**src/rtl/i2c_master_core.sv**
```systemverilog
// I2C register-access master: one command (device, register, 0-3 bytes, read or write)
// becomes one write frame, or a pointer frame followed by a data frame for reads.
// Every bit is four quarters of CLK_DIV clocks; SCL is low in Q0-Q1 and high in Q2-Q3.
module i2c_master_core #(
   parameter int CLK_DIV = 8
) (
   input  logic        I_clk,
   input  logic        I_rst,
   input  logic        I_start,
   input  logic        I_rw,
   input  logic [6:0]  I_devaddr,
   input  logic [7:0]  I_regaddr,
   input  logic [1:0]  I_nbytes,
   input  logic [23:0] I_wdata,
   output logic [23:0] O_rdata,
   output logic        O_busy,
   output logic        O_done,
   output logic        O_nack,
   input  logic        I_scl,
   output logic        OE_scl,
   input  logic        I_sda,
   output logic        O_sda,
   output logic        OE_sda
);

   localparam int CW = (CLK_DIV > 1) ? $clog2(CLK_DIV) : 1;

   localparam logic [3:0] S_IDLE      = 4'd0;
   localparam logic [3:0] S_START     = 4'd1;
   localparam logic [3:0] S_ADDR      = 4'd2;
   localparam logic [3:0] S_ADDR_ACK  = 4'd3;
   localparam logic [3:0] S_REG       = 4'd4;
   localparam logic [3:0] S_REG_ACK   = 4'd5;
   localparam logic [3:0] S_WDATA     = 4'd6;
   localparam logic [3:0] S_WDATA_ACK = 4'd7;
   localparam logic [3:0] S_RDATA     = 4'd8;
   localparam logic [3:0] S_RDATA_ACK = 4'd9;
   localparam logic [3:0] S_STOP      = 4'd10;

   logic [3:0]    state_q, state_d;
   logic [CW-1:0] qcnt_q, qcnt_d;
   logic [1:0]    quarter_q, quarter_d;
   logic [2:0]    bitcnt_q, bitcnt_d;
   logic [1:0]    left_q, left_d;
   logic          dphase_q, dphase_d;
   logic          busy_q, busy_d;
   logic          done_q, done_d;
   logic          nack_q, nack_d;
   logic [23:0]   rdata_q, rdata_d;
   logic          oe_scl_q, oe_scl_d;
   logic          oe_sda_q, oe_sda_d;
   logic [7:0]    tx_q, tx_d;
   logic          smp_q, smp_d;
   logic          rw_q;
   logic [6:0]    dev_q;
   logic [7:0]    reg_q;
   logic [23:0]   wdata_q;
   logic          accept, qend, bend;

   // Write bytes go out most significant first: n bytes remaining selects byte n-1.
   function automatic logic [7:0] pick_byte(input logic [23:0] w, input logic [1:0] n);
      case (n)
         2'd3:    return w[23:16];
         2'd2:    return w[15:8];
         default: return w[7:0];
      endcase
   endfunction

   assign accept = I_start && !busy_q;
   assign qend   = (qcnt_q == CW'(CLK_DIV - 1));
   assign bend   = qend && (quarter_q == 2'd3);

   // Quarter timing, bit/byte sequencing and frame control.
   always_comb begin
      state_d   = state_q;
      qcnt_d    = qcnt_q;
      quarter_d = quarter_q;
      bitcnt_d  = bitcnt_q;
      left_d    = left_q;
      dphase_d  = dphase_q;
      busy_d    = busy_q;
      done_d    = 1'b0;
      nack_d    = nack_q;
      rdata_d   = rdata_q;
      tx_d      = tx_q;
      smp_d     = smp_q;
      if (state_q == S_IDLE) begin
         qcnt_d    = '0;
         quarter_d = 2'd0;
         if (accept) begin
            state_d  = S_START;
            busy_d   = 1'b1;
            nack_d   = 1'b0;
            dphase_d = 1'b0;
            left_d   = I_nbytes;
         end
      end else begin
         if (qend) begin
            qcnt_d    = '0;
            quarter_d = quarter_q + 2'd1;
         end else begin
            qcnt_d = qcnt_q + 1'b1;
         end
         if (qend && (quarter_q == 2'd2)) smp_d = I_sda;
         if (bend) begin
            case (state_q)
               S_START: begin
                  state_d  = S_ADDR;
                  tx_d     = {dev_q, dphase_q};
                  bitcnt_d = 3'd0;
               end
               S_ADDR, S_REG, S_WDATA, S_RDATA: begin
                  if (state_q == S_RDATA) rdata_d = {rdata_q[22:0], smp_q};
                  if (bitcnt_q == 3'd7) begin
                     bitcnt_d = 3'd0;
                     case (state_q)
                        S_ADDR:  state_d = S_ADDR_ACK;
                        S_REG:   state_d = S_REG_ACK;
                        S_WDATA: state_d = S_WDATA_ACK;
                        default: state_d = S_RDATA_ACK;
                     endcase
                  end else begin
                     bitcnt_d = bitcnt_q + 3'd1;
                     tx_d     = {tx_q[6:0], 1'b0};
                  end
               end
               S_ADDR_ACK: begin
                  if (smp_q) begin
                     state_d = S_STOP;
                     nack_d  = 1'b1;
                  end else if (dphase_q) begin
                     state_d = S_RDATA;
                  end else begin
                     state_d = S_REG;
                     tx_d    = reg_q;
                  end
               end
               S_REG_ACK: begin
                  if (smp_q) begin
                     state_d = S_STOP;
                     nack_d  = 1'b1;
                  end else if (!rw_q && (left_q != 2'd0)) begin
                     state_d = S_WDATA;
                     tx_d    = pick_byte(wdata_q, left_q);
                  end else begin
                     state_d = S_STOP;
                  end
               end
               S_WDATA_ACK: begin
                  if (smp_q) begin
                     state_d = S_STOP;
                     nack_d  = 1'b1;
                  end else begin
                     left_d = left_q - 2'd1;
                     if (left_q != 2'd1) begin
                        state_d = S_WDATA;
                        tx_d    = pick_byte(wdata_q, left_q - 2'd1);
                     end else begin
                        state_d = S_STOP;
                     end
                  end
               end
               S_RDATA_ACK: begin
                  left_d  = left_q - 2'd1;
                  state_d = (left_q != 2'd1) ? S_RDATA : S_STOP;
               end
               default: begin
                  // End of STOP: a clean read pointer frame chains into the data frame.
                  if (!nack_q && rw_q && !dphase_q && (left_q != 2'd0)) begin
                     state_d  = S_START;
                     dphase_d = 1'b1;
                     rdata_d  = '0;
                  end else begin
                     state_d = S_IDLE;
                     busy_d  = 1'b0;
                     done_d  = 1'b1;
                  end
               end
            endcase
         end
      end
   end

   // Pin drive decoded from the next state so the open-drain enables come straight from flops.
   always_comb begin
      oe_scl_d = 1'b0;
      oe_sda_d = 1'b0;
      case (state_d)
         S_IDLE: begin
            oe_scl_d = 1'b0;
            oe_sda_d = 1'b0;
         end
         S_START: begin
            oe_scl_d = (quarter_d == 2'd3);
            oe_sda_d = (quarter_d != 2'd0);
         end
         S_STOP: begin
            oe_scl_d = (quarter_d == 2'd0);
            oe_sda_d = (quarter_d != 2'd3);
         end
         S_ADDR, S_REG, S_WDATA: begin
            oe_scl_d = !quarter_d[1];
            oe_sda_d = !tx_d[7];
         end
         S_RDATA_ACK: begin
            oe_scl_d = !quarter_d[1];
            oe_sda_d = (left_d != 2'd1);
         end
         default: begin
            oe_scl_d = !quarter_d[1];
            oe_sda_d = 1'b0;
         end
      endcase
   end

   // Control state and bus enables; reset releases the bus at once without a STOP.
   always_ff @(posedge I_clk) begin
      if (I_rst) begin
         state_q   <= S_IDLE;
         qcnt_q    <= '0;
         quarter_q <= 2'd0;
         bitcnt_q  <= 3'd0;
         left_q    <= 2'd0;
         dphase_q  <= 1'b0;
         busy_q    <= 1'b0;
         done_q    <= 1'b0;
         nack_q    <= 1'b0;
         rdata_q   <= '0;
         oe_scl_q  <= 1'b0;
         oe_sda_q  <= 1'b0;
      end else begin
         state_q   <= state_d;
         qcnt_q    <= qcnt_d;
         quarter_q <= quarter_d;
         bitcnt_q  <= bitcnt_d;
         left_q    <= left_d;
         dphase_q  <= dphase_d;
         busy_q    <= busy_d;
         done_q    <= done_d;
         nack_q    <= nack_d;
         rdata_q   <= rdata_d;
         oe_scl_q  <= oe_scl_d;
         oe_sda_q  <= oe_sda_d;
      end
   end

   // Command capture, transmit shifter and SDA sample; no reset needed on these.
   always_ff @(posedge I_clk) begin
      tx_q  <= tx_d;
      smp_q <= smp_d;
      if (accept) begin
         rw_q    <= I_rw;
         dev_q   <= I_devaddr;
         reg_q   <= I_regaddr;
         wdata_q <= I_wdata;
      end
   end

   // Slaves never stretch, so a pulled-low SCL must always read back low.
   a_scl_follows : assert property (@(posedge I_clk) disable iff (I_rst) OE_scl |-> !I_scl);

   assign O_rdata = rdata_q;
   assign O_busy  = busy_q;
   assign O_done  = done_q;
   assign O_nack  = nack_q;
   assign OE_scl  = oe_scl_q;
   assign OE_sda  = oe_sda_q;
   assign O_sda   = 1'b0;

endmodule

```
**config.mk**
```make
export PLATFORM = sky130hd
export DESIGN_NAME = i2c_master_core
export DESIGN_NICKNAME = d
export VERILOG_FILES = /design/src/rtl/i2c_master_core.sv
export SDC_FILE = /design/constraint.sdc
export NUM_CORES = 1
export LEC_CHECK = 0
export ABC_AREA = 1
export BUFFER_PORTS_ARGS = -buffer_cell sky130_fd_sc_hd__buf_2
export CORE_MARGIN = 2
export CORE_UTILIZATION = 40
export CTS_CLUSTER_SIZE = 10
export DETAILED_ROUTE_END_ITERATION = 16
export GPL_TIMING_DRIVEN = 1
export PLACE_DENSITY = 0.7
export REMOVE_ABC_BUFFERS = 1
export SLEW_MARGIN = 20
export SYNTH_ARGS = -nofsm -noshare
export SYNTH_HDL_FRONTEND = slang
export SYNTH_SLANG_ARGS = --single-unit
```
**constraint.sdc**
```tcl
create_clock -name I_clk -period 3.2 [get_ports I_clk]
set_input_delay 0.16 -clock I_clk [delete_from_list [all_inputs] [get_ports I_clk]]
set_output_delay 0.16 -clock I_clk [all_outputs]
set_load 0.01 [all_outputs]
```
==> impl_metrics.py <==
metrics = {
    "floorplanning": {
        "dieArea_um2": 11870,
        "core_um2": 10790,
        "fp-row-count": 38,
        "die_w_um": 108.9,
        "i_o_pins": 77,
        "initial_utilization": 0.4081,
        "floorplan.die.height_um": 108.9,
    },
    "clock_tree": {
        "clock_latency_ns": 0.37,
        "cts-resized-gates": 0,
        "clk_root_buffer_cell": "sky130_fd_sc_hd__clkbuf_8",
        "ctsHtreeMaxLevel": 3,
        "worst_setup_hold_path_clk_slew_ns": 0.09,
        "cts_tree": "built",
        "cts.sinks": 93,
        "cts-root-to-sink-buffers": 2,
        "numCtsBuffers": 9,
    },
    "power": {
        "cellInternalPower_w": 0.001790,
        "clock_power_share": 0.330,
        "leakagePower_nw": 2.317,
        "power.share.sequential": 0.548,
        "ir_drop_mv": 0.2618,
        "post-layout-total-power_w": 0.002420,
        "power.net_switching_w": 0.0006302,
        "power_switching_share": 0.2604,
        "power_frac_comb": 0.122,
        "power-per-cell-area_nw_per_um2": 440.0,
    },
    "timing": {
        "post_route_setup_slack_ns": 0.8266,
        "timing_max_transition_violations_final": 0,
        "hold_violations": 0,
        "fin_worst_skew_ns": 0.008512,
        "slew-limit-headroom": 0.5140,
        "post-route-min-period_ns": 2.373,
        "unrepaired_setup_endpoints_after_global_routing": "false",
        "setup-violations-final": 0,
        "worst-slew-pin-transition_ns": 0.7290,
        "finalCritPeriodShare": 0.7417,
        "max_freq_mhz": 421.3,
    },
    "synth": {
        "asyncSetResetFlopFracSynth": 0,
        "synth_ff_type": "sky130_fd_sc_hd__edfxtp_1",
        "yosysSeqAreaShare": 0.5318,
        "syn_area_um2": 4404,
        "synthDistinctLibCells": 44,
        "synth_enable_flop_cells": 48,
        "synth-seq-cells": 93,
        "synthesis.yosys.warnings": 0,
        "syn-instance-count": 485,
        "post_synth.cell_area_avg_um2": 9.081,
    },
    "route": {
        "routed-via-count": 3861,
        "routed-wl-met2_um": 5346,
        "drtIter0Drc": 285,
        "met3_length_um": 434,
        "route.detailed.drc": 0,
        "drtPass1Iterations": 5,
        "number_of_vias_per_cell_after_detailed_routing": 5.183,
        "drt.antenna.violating_nets": 0,
        "finalWirelength_um": 10610,
        "highest_layer": "met4",
        "routedWlPerCell_um": 14.25,
        "wl_met1_um": 4667,
    },
    "worst_setup_path": {
        "critPathTopFamily": "simple AND/OR/NAND/NOR gates",
        "critical_path.slowest_cell": "sky130_fd_sc_hd__nor2_1",
        "critPathMaxStageDelay_ns": 0.45,
        "critical_path_class": "register to register",
        "path_cells": "inv_1 > ha_1 > nor2_1 > inv_1 > nand3_1 > nand3_1 > nand3_1 > nand2_1 > nand2_1 > nor2_1 > nand2_1 > nand2_1 > nor2_1 > nor2_1",
        "cp-end-kind": "register",
        "required_ns": 3.43,
        "largest_fanout_on_the_critical_path": 8,
        "crit_buf_inv": 2,
        "cp.arrival_ns": 2.60,
        "startpoint_type": "register",
    },
    "finish": {
        "final_cells": 745,
        "finish.net_count": 658,
        "final_cell_mix": "108 x sky130_fd_sc_hd__nand2_1, 74 x sky130_fd_sc_hd__buf_2, 49 x sky130_fd_sc_hd__nor2_1",
        "flow.area_growth_from_synthesis_pct": 24.89,
        "diodes": 0,
        "final_layout_size_suffix_gt1_frac": 0.2033,
        "final_common_cell": "sky130_fd_sc_hd__nand2_1",
    },
    "placement": {
        "cells_after_dpl": 688,
        "place.detailed.hpwl_um": 7081,
        "place_worst_setup_slack_ns": 0.9150,
        "globalplace.congestion": 0.9158,
        "io_buffers": 74,
    },
    "flow_run": {
        "max_cap_violations": 0,
    },
    "global_route": {
        "number_of_antenna_violations_at_the_first_check_in_global_routing": 0,
        "grt_pass1_vias": 3738,
        "aggregate_global_routing_overflow": 0,
        "maximum_number_of_pins_on_one_net_before_global_route_repair": 41,
        "first_pass_grt_wire_length_um": 17660,
        "grt_use_total": 0.1901,
    },
    "status": {
        "outcome": "finished, final reports clean",
    },
    "worst_hold_path": {
        "min_path_type": "input pin to register",
    },
}
worst min-delay path, stage by stage:
cell and delay (ns):
sky130_fd_sc_hd__buf_2 0.10, sky130_fd_sc_hd__nand2_1 0.06, sky130_fd_sc_hd__o211ai_1 0.09, sky130_fd_sc_hd__nand2_1 0.08, sky130_fd_sc_hd__nor2_1 0.08
power groups by stage:
| stage | Clock, W | Sequential [W] | Combinational [W] |
|---|---|---|---|
| floorplan | 0 | 0.00135 | 0.000156 |
| global route | 0.000872 | 0.00133 | 0.000326 |
| detailed placement | 0 | 0.00135 | 0.000252 |
| global placement | 0 | 0.00135 | 0.000240 |
| finish | 0.000798 | 0.00133 | 0.000295 |
| CTS | 0.000813 | 0.00133 | 0.000290 |
final timing paths:
| check | start | to | slack [ns] | cells after the start |
|---|---|---|---|---|
| setup / recovery | left_q[0] | OE_sda | 0.83 | 14 |
| hold reg to reg | qcnt_q[0] | qcnt_q[0] | 0.43 | 1 |
| setup reg to reg | left_q[0] | OE_sda | 0.83 | 14 |
| hold / removal | I_nbytes[1] | left_q[1] | 0.22 | 5 |
routing by layer:
layer,up-vias,global-route usage
met4,0,0.05861
li1,1906,-
met5,-,0
met1,1827,0.2413
met2,112,0.3248
met3,16,0.03945
through the flow:
step                      TNS (ns)    util  cell area, um2  hold WS [ns]
final                            0  0.5096            5500        0.2247
after global routing             0  0.5096            5500        0.2804
after CTS                        0  0.5096            5500        0.2105
after detailed placement         0  0.4534            4893        0.3381
after global placement           0  0.4534            4893        0.3365
after floorplan           -0.04334       -            4303        0.2291
cell families after synthesis:
family,share of synthesized area
AOI/OAI and AO/OA,0.1210
adders and majority gates,0.03125
buffers and inverters,0.06449
DFF,0.5318
other,0.0008515
and+or+nand+nor,0.2506
area by class of cell:
type	count	area, um2
clock buffers	10	127.6
inverters	48	182.7
repair buffers	120	818.3
clock inverters	6	68.82
well taps	140	175.2
fillers	950	5293
multi-input cells	328	1785
flip-flops and latches	93	2342
cells in the mapped netlist, types with 2 or more instances:
cell type	count	share of area
sky130_fd_sc_hd__edfxtp_1	48	0.33
sky130_fd_sc_hd__nand2_2	6	0.0085
sky130_fd_sc_hd__nand3_2	2	0.0045
sky130_fd_sc_hd__nor2_4	2	0.0051
sky130_fd_sc_hd__nand2_1	108	0.092
sky130_fd_sc_hd__clkbuf_1	9	0.0077
sky130_fd_sc_hd__o2111ai_1	7	0.014
sky130_fd_sc_hd__nor2_2	4	0.0057
sky130_fd_sc_hd__nand2_4	3	0.0077
sky130_fd_sc_hd__nor2_1	50	0.043
sky130_fd_sc_hd__nand4_1	29	0.041
sky130_fd_sc_hd__or2_2	2	0.0028
sky130_fd_sc_hd__ha_1	11	0.031
sky130_fd_sc_hd__nor3b_1	2	0.0034
sky130_fd_sc_hd__inv_1	42	0.036
sky130_fd_sc_hd__dfxtp_1	45	0.20
sky130_fd_sc_hd__o211ai_1	7	0.012
sky130_fd_sc_hd__buf_6	5	0.013
sky130_fd_sc_hd__inv_2	4	0.0034
sky130_fd_sc_hd__a22oi_1	7	0.012
sky130_fd_sc_hd__a21oi_1	37	0.042
sky130_fd_sc_hd__o21ai_0	9	0.010
sky130_fd_sc_hd__nand3_1	20	0.023
sky130_fd_sc_hd__o22ai_1	5	0.0071
sky130_fd_sc_hd__a221o_1	2	0.0045
state kept, by name, indices dropped and copies added (netlist names), 2 cells and up:
name       count
O_rdata       24
bitcnt_q       3
dev_q          7
left_q         2
qcnt_q         3
quarter_q      2
reg_q          8
state_q        4
tx_q           8
wdata_q       24
timing repair:
| action | 4_1_cts | 5_1_grt |
|---|---|---|
| hold buffers | 41 | 0 |
| buffers inserted | 0 | 0 |
| endpoints found under the hold margin | 41 | 0 |
Note: power is estimated with default switching activity, not from simulation.
